--- src/rtl/lock_pkg.sv ---
// lock_pkg: shared state encoding, colour constants and symbol-width helper for the code lock.
package lock_pkg;
  typedef enum logic [2:0] {LOCKED, ENTRY, UNLOCKED, PROG, LOCKOUT} state_t;
  localparam logic [2:0] RGB_LOCKED = 3'b100;
  localparam logic [2:0] RGB_ENTRY = 3'b001;
  localparam logic [2:0] RGB_UNLOCKED = 3'b010;
  localparam logic [2:0] RGB_PROG = 3'b011;
  function automatic int sym_width(input int n);
    return n > 1 ? $clog2(n) : 1;
  endfunction
endpackage

--- src/rtl/btn_conditioner.sv ---
// btn_conditioner: synchronise, debounce and turn a raw button into a one-cycle press pulse.
module btn_conditioner #(
  parameter int clk_freq = 50_000_000,
  parameter int stable_time = 10
) (
  input  logic clk,
  input  logic rst,
  input  logic btn,
  output logic pulse
);
  localparam int DB = clk_freq / 1000 * stable_time;
  localparam int CW = DB > 1 ? $clog2(DB) : 1;
  localparam logic [CW-1:0] DB_LAST = CW'(DB - 1);
  logic sync, stable, stable_q;
  logic [CW-1:0] cnt;
  // stable only follows sync after it has differed for DB consecutive cycles
  always_ff @(posedge clk)
    if (rst) begin
      sync <= 1'b0;
      stable <= 1'b0;
      stable_q <= 1'b0;
      cnt <= '0;
      pulse <= 1'b0;
    end else begin
      sync <= btn;
      cnt <= (sync != stable && cnt != DB_LAST) ? cnt + 1'b1 : '0;
      if (sync != stable && cnt == DB_LAST) stable <= sync;
      stable_q <= stable;
      pulse <= stable & ~stable_q;
    end
endmodule

--- src/rtl/code_lock_ctrl.sv ---
// code_lock_ctrl: programmable combination lock with lockout, inactivity timeout and status outputs.
module code_lock_ctrl import lock_pkg::*; #(
  parameter int clk_freq = 50_000_000,
  parameter int stable_time = 10,
  parameter int n_btn = 4,
  parameter int code_len = 4,
  parameter logic [code_len*sym_width(n_btn)-1:0] default_code = '0,
  parameter int max_fail = 3,
  parameter int lockout_cycles = 500_000_000,
  parameter int timeout_cycles = 250_000_000,
  parameter int flash_speed = 23
) (
  input  logic                clk,
  input  logic                rst,
  input  logic [n_btn-1:0]    btn,
  input  logic                prog_en,
  output logic [code_len-1:0] led,
  output logic [2:0]          rgb,
  output logic                unlocked,
  output logic                locked_out
);
  localparam int SW = sym_width(n_btn);
  localparam int CL = code_len * SW;
  localparam int NW = $clog2(code_len + 1);
  localparam int FW = $clog2(max_fail + 1);
  localparam int TMAX = lockout_cycles > timeout_cycles ? lockout_cycles : timeout_cycles;
  localparam int TW = $clog2(TMAX + 1);
  localparam logic [NW-1:0] LAST = NW'(code_len - 1);
  logic [n_btn-1:0] pulse;
  logic [SW-1:0] sym;
  logic press, valid, done, bad, bad_n;
  state_t state, state_n;
  logic [CL-1:0] code, code_n, entry, entry_n;
  logic [NW-1:0] cnt, cnt_n, pos;
  logic [FW-1:0] fail, fail_n;
  logic [TW-1:0] timer, timer_n;
  logic [flash_speed:0] flash, flash_n;
  logic [code_len-1:0] therm, led_n;
  logic [2:0] rgb_n;
  for (genvar i = 0; i < n_btn; i++) begin : g_cond
    btn_conditioner #(.clk_freq(clk_freq), .stable_time(stable_time)) u_cond (
      .clk(clk), .rst(rst), .btn(btn[i]), .pulse(pulse[i])
    );
  end
  always_comb begin
    sym = '0;
    for (int i = 0; i < n_btn; i++) if (pulse[i]) sym = SW'(i);
  end
  assign press = |pulse;
  assign valid = $onehot(pulse);
  assign pos = (state == ENTRY || state == PROG) ? cnt : '0;
  assign done = pos == LAST;
  always_comb begin
    state_n = state;
    code_n = code;
    entry_n = entry;
    bad_n = bad;
    cnt_n = cnt;
    fail_n = fail;
    timer_n = timer == '0 ? '0 : timer - 1'b1;
    case (state)
      LOCKED, ENTRY:
        if (press) begin
          entry_n[pos*SW +: SW] = sym;
          bad_n = (state == ENTRY && bad) || !valid;
          cnt_n = pos + 1'b1;
          timer_n = TW'(timeout_cycles);
          state_n = ENTRY;
          if (done) begin
            cnt_n = '0;
            if (!bad_n && entry_n == code) begin
              state_n = UNLOCKED;
              fail_n = '0;
            end else if (fail == FW'(max_fail - 1)) begin
              state_n = LOCKOUT;
              timer_n = TW'(lockout_cycles);
              fail_n = '0;
            end else begin
              state_n = LOCKED;
              fail_n = fail + 1'b1;
            end
          end
        end else if (state == ENTRY && timer <= TW'(1)) begin
          state_n = LOCKED;
          cnt_n = '0;
        end
      UNLOCKED, PROG:
        if (press) begin
          timer_n = TW'(timeout_cycles);
          if (valid && (state == PROG || prog_en)) begin
            entry_n[pos*SW +: SW] = sym;
            cnt_n = pos + 1'b1;
            state_n = PROG;
            if (done) begin
              code_n = entry_n;
              cnt_n = '0;
              state_n = LOCKED;
            end
          end else if (valid) state_n = LOCKED;
        end else if (state == PROG && timer <= TW'(1)) begin
          state_n = UNLOCKED;
          cnt_n = '0;
        end
      default:
        if (timer <= TW'(1)) begin
          state_n = LOCKED;
          timer_n = '0;
        end
    endcase
  end
  // outputs are registered from next-state values so they change with the state itself
  always_comb begin
    therm = '0;
    for (int i = 0; i < code_len; i++) therm[i] = NW'(i) < cnt_n;
  end
  assign flash_n = flash + 1'b1;
  assign led_n = state_n == UNLOCKED ? '1 : (state_n == ENTRY || state_n == PROG) ? therm : '0;
  assign rgb_n = state_n == LOCKED ? RGB_LOCKED :
                 state_n == ENTRY ? RGB_ENTRY :
                 state_n == UNLOCKED ? RGB_UNLOCKED :
                 state_n == PROG ? RGB_PROG : {flash_n[flash_speed], 2'b00};
  always_ff @(posedge clk)
    if (rst) begin
      state <= LOCKED;
      code <= default_code;
      entry <= '0;
      bad <= 1'b0;
      cnt <= '0;
      fail <= '0;
      timer <= '0;
      flash <= '0;
      led <= '0;
      rgb <= RGB_LOCKED;
      unlocked <= 1'b0;
      locked_out <= 1'b0;
    end else begin
      state <= state_n;
      code <= code_n;
      entry <= entry_n;
      bad <= bad_n;
      cnt <= cnt_n;
      fail <= fail_n;
      timer <= timer_n;
      flash <= flash_n;
      led <= led_n;
      rgb <= rgb_n;
      unlocked <= state_n == UNLOCKED || state_n == PROG;
      locked_out <= state_n == LOCKOUT;
    end
endmodule

--- config.mk ---
export PLATFORM = sky130hd
export DESIGN_NAME = code_lock_ctrl
export DESIGN_NICKNAME = d
export VERILOG_FILES = /design/src/rtl/lock_pkg.sv /design/src/rtl/btn_conditioner.sv /design/src/rtl/code_lock_ctrl.sv
export SDC_FILE = /design/constraint.sdc
export NUM_CORES = 1
export LEC_CHECK = 0
export ABC_AREA = 1
export ABC_CLOCK_PERIOD_IN_PS = 2900
export CELL_PAD_IN_SITES_DETAIL_PLACEMENT = 0
export CELL_PAD_IN_SITES_GLOBAL_PLACEMENT = 1
export CORE_MARGIN = 2
export CORE_UTILIZATION = 42
export DETAILED_ROUTE_END_ITERATION = 10
export PLACE_DENSITY = 0.84
export SLEW_MARGIN = 20
export SYNTH_ARGS = -nofsm -noshare
export SYNTH_HDL_FRONTEND = slang
export SYNTH_SLANG_ARGS = --single-unit
--- constraint.sdc ---
create_clock -name clk -period 2.9 [get_ports clk]
set_input_delay 0.58 -clock clk [delete_from_list [all_inputs] [get_ports clk]]
set_output_delay 0.58 -clock clk [all_outputs]
set_load 0.01 [all_outputs]
# After elaboration in Yosys (flattened, before gate mapping)
# Index checks and enable logic that the tools add are counted.
# op_classes
n_addsub	12
order_cmp	5
eq_ne	26
n_shift	2
mux	43
bitwise	12
n_reduce_logical	37
# op_table
operator	count
$mux 29	7
$add 19x1->19 const B	4
$eq 19x19->1 const B	4
$ne 19x19->1 const B	4
$mux 3	20
$pmux 29 s2	1
$neg 4->34	1
$shift 2x34->8 const A	1
$shiftx 2x34->8	1
$le 29x1->1 const B	1
$logic_not 29->1	1
$sub 29x1->29 const B	1
$add 24x1->24 const B	1
$mux 8	3
$pmux 8 s2	1
$eq 3x2->1 const B	5
$reduce_or 2->1	7
$logic_and 1x1->1	13
$pmux 3 s2	2
$mux 2	5
$eq 3x1->1 const B	3
$bwmux 8	1
$eq 8x8->1	1
$mux 4	2
other kinds (22)	47
# totals
register_bits	179
output_inout_bits	9

# Longest topological paths before layout
# depth
ltp_word	16
depth_mapped	23

# Hierarchy
# Synthesis repeated with hierarchy kept, for this count alone.
# unflattened
cells_unflattened	1397
hier_area_um2	9608.0
# modules_own_cells
module	n_inst	cells_per_inst	area_per_inst_um2	seq_area_each_um2
btn_conditioner	4	174	1201.2	460.4
code_lock_ctrl	1	701	4803.4	1741.7

# Worst setup path before layout
# No wires, ideal clock.
# synth_timing
path_type	flip-flop to flip-flop
start	register g_cond[1].u_cond.pulse
end	register led[0]
setup_time_ns	0.128
t_arrival_ns	2.662
t_required_ns	2.772
path_slack_ns	0.110
path_stages_with_launch	17
path_buffers	0
period_less_slack_ns	2.790
path_cell_list	dfxtp_1 -> inv_1 -> fa_1 -> inv_1 -> ha_1 -> ha_1 -> nor3_1 -> o21ai_1 -> nand3_1 -> nand2_1 -> nand3b_1 -> nand2_1 -> nand2_1 -> nor2_1 -> a21oi_1 -> nor2_1 -> nor2_1
# synth_via
elab_chain_cells	15
# synth_lines
element	line_no	source
from (decl)	btn_conditioner.sv:9	output logic pulse
from (signal assigned)	btn_conditioner.sv:29	pulse <= stable & ~stable_q;
$mux 1 / $add 1x1->2 (equally long branches)	code_lock_ctrl.sv:47, code_lock_ctrl.sv:50	
$mux 2 / $add 2x2->3 (equally long branches)	code_lock_ctrl.sv:47, code_lock_ctrl.sv:50	
$mux 2 / $eq 3x1->1 (equally long branches)	code_lock_ctrl.sv:47, code_lock_ctrl.sv:50	
$shiftx 2x34->8 / $logic_not 1->1 (equally long branches)	code_lock_ctrl.sv:64, code_lock_ctrl.sv:65	
$bwmux 8 / $logic_or 1x1->1 (equally long branches)	code_lock_ctrl.sv:64, code_lock_ctrl.sv:65	
$eq 8x8->1 / $logic_not 1->1 (equally long branches)	code_lock_ctrl.sv:71	if (!bad_n && entry_n == code) begin
$logic_and 1x1->1	code_lock_ctrl.sv:71	
$mux 3	code_lock_ctrl.sv:71	
$mux 3	code_lock_ctrl.sv:69	if (done) begin
$mux 3	code_lock_ctrl.sv:63	if (press) begin
$pmux 3 s2	code_lock_ctrl.sv:61	case (state)
$eq 3x1->1 / $eq 3x2->1 (equally long branches)	code_lock_ctrl.sv:117	assign led_n = state_n == UNLOCKED ? '1 : (state_n == ENTRY || state_n == PROG) ? therm : '0;
$logic_or 1x1->1	code_lock_ctrl.sv:117	
$mux 4	code_lock_ctrl.sv:117	
$mux 4 *	code_lock_ctrl.sv:117	
to (signal assigned)	code_lock_ctrl.sv:145	led <= led_n;
to (decl)	code_lock_ctrl.sv:17	output logic [code_len-1:0] led,
# Every way passes the cells marked *; elsewhere a longest branch is shown, timed or not.
# A chain may end at the register's enable or synchronous reset.

# Worst setup path in the final report
# layout_timing
start	register g_cond[1].u_cond.pulse
end	register led[2]
# Same word-level chain as after synthesis.

==> run metrics <==
Place WS=about 0.025 ns; Post-Synthesis Cells=between 1000 and 1500; Slowest-stage cell, CP=fa_1; Max IR drop VDD=0.000441 V; critical path's most frequent cell=nand2_1; initial antenna violation count=0; routability cong.=0.877; Yosys reg bits=approximately 180; clk_lat worst skew=around 0.43 ns; H-tree depth=4; Hold Path Class=flop to flop; Buf/Inv on CP=4; largest net degree at the start of global routing=22; Avg Vias per Cell=between 4 and 5; M3 GR Usage=3.52%; TritonRoute pass-1 iters=5; # diodes=0; Die Ht=about 150 um; placed cells=~1500; I/O pin count=16; top post-synthesis cells by count=nor2_1 (195), dfxtp_1 (179), inv_1 (177), nand2_1 (163), a21oi_1 (93); I/O Buffers=15; Final period util=approximately 95%; sequential area share after synthesis=41.4%; Antenna Nets Post-Route=0; drt drc=0; fin. max-slew vios=0; max_cap viols=0; root buffer cell=clkbuf_16; critical path arrival=3.13 ns; most frequent cell after synthesis=nor2_1; worst slew pin tran=approximately 0.6 ns; vias in the first global route=between 6000 and 7000; # setup viols final=0; Comb pwr share=about 28%; Clock Path Buffers=2; CTS clk-pin slew, worst paths=roughly 0.07 ns; clock skew=just under 0.008 ns; die width=148 um; Pint=4480 uW; cells along the critical path=inv_2 > fa_1 > inv_1 > ha_2 > ha_4 > nor3_2 > buf_4 > o21ai_2 > inv_2 > nand2_1 > o21ai_1 > nand2_1 > nand2_1 > nor3_4 > nand3_4 > nor2_4 > nor2_1 > nor2_1; Ys Warns=0; Post-DP HPWL=13100 um; syn_area_per_cell=around 7.2 um^2; Sw Ratio=a little over a third; cell type with the largest total area after synthesis=dfxtp_1; clock share of power=32.0%; Leak Pwr=0.00394 uW; asr flop ratio synth=0%; top area cells in the synthesized netlist=dfxtp_1 (41%), nor2_1 (8.5%), inv_1 (7.7%); Distinct cells, synth=52; Worst Path Required=3.27 ns; area delta synth->final=14.1%; die area=0.0218 mm^2; crit path capture type=flop; final net count=1266; GRT Max-Usage Layer=met2; CTS buffer count=17; startpoint type of the worst setup path=flop; clock sink count=179; via count=roughly 7400; Highest Clock Rate=363 MHz; Core ar.=between 0.02 and 0.025 mm^2; min cycle time layout=about 2.8 ns; drt wl/cell=approximately 12 um; GR Overflow Total=0; Crit Path Class=flop to flop; Slew HR=between 50% and 60%; crit-path max cell delay=~0.52 ns; ys flop type=dfxtp_1; Synth top area share=between 40 and 50%; Tot Pwr=roughly 7000 uW; final hold vios=0; Rows=between 50 and 60; global-route wire length before repair=30900 um; CTS tree=done; Starting Density=42.8%; Routed WL=between 15000 and 20000 um; outcome=finished, final reports clean; Hold Slack=roughly 0.38 ns; Pwr per Cell Area=~700 mW/mm^2; Post-synth EDFFs=0; Flop pwr share=40.2%; iteration-0 DRC count of the detailed router=slightly below 500; Syn Std Cell Area=slightly below 0.009 mm^2; worst-path fanout max=5; RSZ-0062 raised after global routing=yes; met2 GRT Util=28.2%; fin worst setup slack=about 0.14 ns; delay-heaviest family, CP=adder cells; GRT met1 Usage=22.6%; P_sw=between 2000 and 2500 uW; share of cells above drive strength 1=a little over a tenth; syn_nets=~1200; gr usage total=17.0%; Cell Count, Final, Fillers Out=around 1500
[layout make-up]
cell class,instances,area (um^2)
tap,270,338
multi-input combinational,823,4350
clock inverter,15,143
clock buffer,17,425
sequential,179,3600
fill,1985,10400
timing repair buffer,39,329
inverter,184,696
[path summary, 6_finish.rpt]
check | slack [ns] | cells after the start | to | from
max | 0.14 | 18 | led[2] | g_cond[1].u_cond.pulse
min | 0.38 | 1 | g_cond[0].u_cond.pulse | g_cond[0].u_cond.stable_q
max reg2reg | 0.14 | 18 | led[2] | g_cond[1].u_cond.pulse
min reg2reg | 0.38 | 1 | g_cond[0].u_cond.pulse | g_cond[0].u_cond.stable_q
[routing by layer]
| layer | vias to the layer above | part of all wire, % |
|---|---|---|
| met1 | 3307 | 50 |
| met4 | 0 | 0.98 |
| met2 | 56 | 46 |
| met5 | - | 0 |
| met3 | 12 | 2.5 |
| li1 | 3990 | - |
[registers in the layout (all words and copies together) (netlist names)]
signal	flops
g_cond.u_cond.stable	4
unlocked	1
code	8
rgb	3
flash	24
cnt	3
bad	1
state	3
timer	29
g_cond.u_cond.cnt	76
g_cond.u_cond.pulse	4
entry	8
g_cond.u_cond.sync	4
g_cond.u_cond.stable_q	4
fail	2
led	4
locked_out	1
[repair_timing]
| action | 4_1_cts | 5_1_grt |
|---|---|---|
| resized for setup | 1 | 32 |
| hold buffers | 0 | 0 |
| setup buffers | 0 | 4 |
| endpoints found under the setup margin | 1 | 36 |
| pin swaps | 0 | 21 |
[metrics by stage]
step           area, um^2  setup TNS (ns)  utilization (%)
5_1_grt              9880          -0.158             48.8
3_5_place_dp         9180               0             45.4
3_3_place_gp         9180               0             45.4
4_1_cts              9750               0             48.2
2_1_floorplan        8660               0                -
6_report             9880               0             48.8
[cell usage in the layout (no fill, tap or decap), drive strengths merged, types with 27 or more instances in the layout]
master / instances
a21oi: 93
dfxtp: 179
nor2: 206
nor3: 48
nand2: 180
nand3: 70
o21ai: 84
xor2: 27
nand4: 34
inv: 191
[logic make-up after synthesis]
| kind of cell | count (synthesis) | synth area share [%] |
|---|---|---|
| adders and majority gates | 15 | 2.25 |
| xor gates and xnor gates | 34 | 3.44 |
| buffers and inverters | 204 | 9.29 |
| AOI/OAI and AO/OA | 194 | 11.9 |
| and+or+nand+nor | 580 | 31.8 |
| DFF | 179 | 41.4 |
[power by group through the flow]
stage / combinational, uW / clock, uW / sequential (uW)
6_report: 1920 / 2220 / 2790
2_1_floorplan: 1530 / 0 / 2810
5_1_grt: 2230 / 2390 / 2820
3_5_place_dp: 1900 / 0 / 2850
3_3_place_gp: 1900 / 0 / 2850
4_1_cts: 1920 / 2300 / 2790
Note: power is estimated with default switching activity, not from simulation.
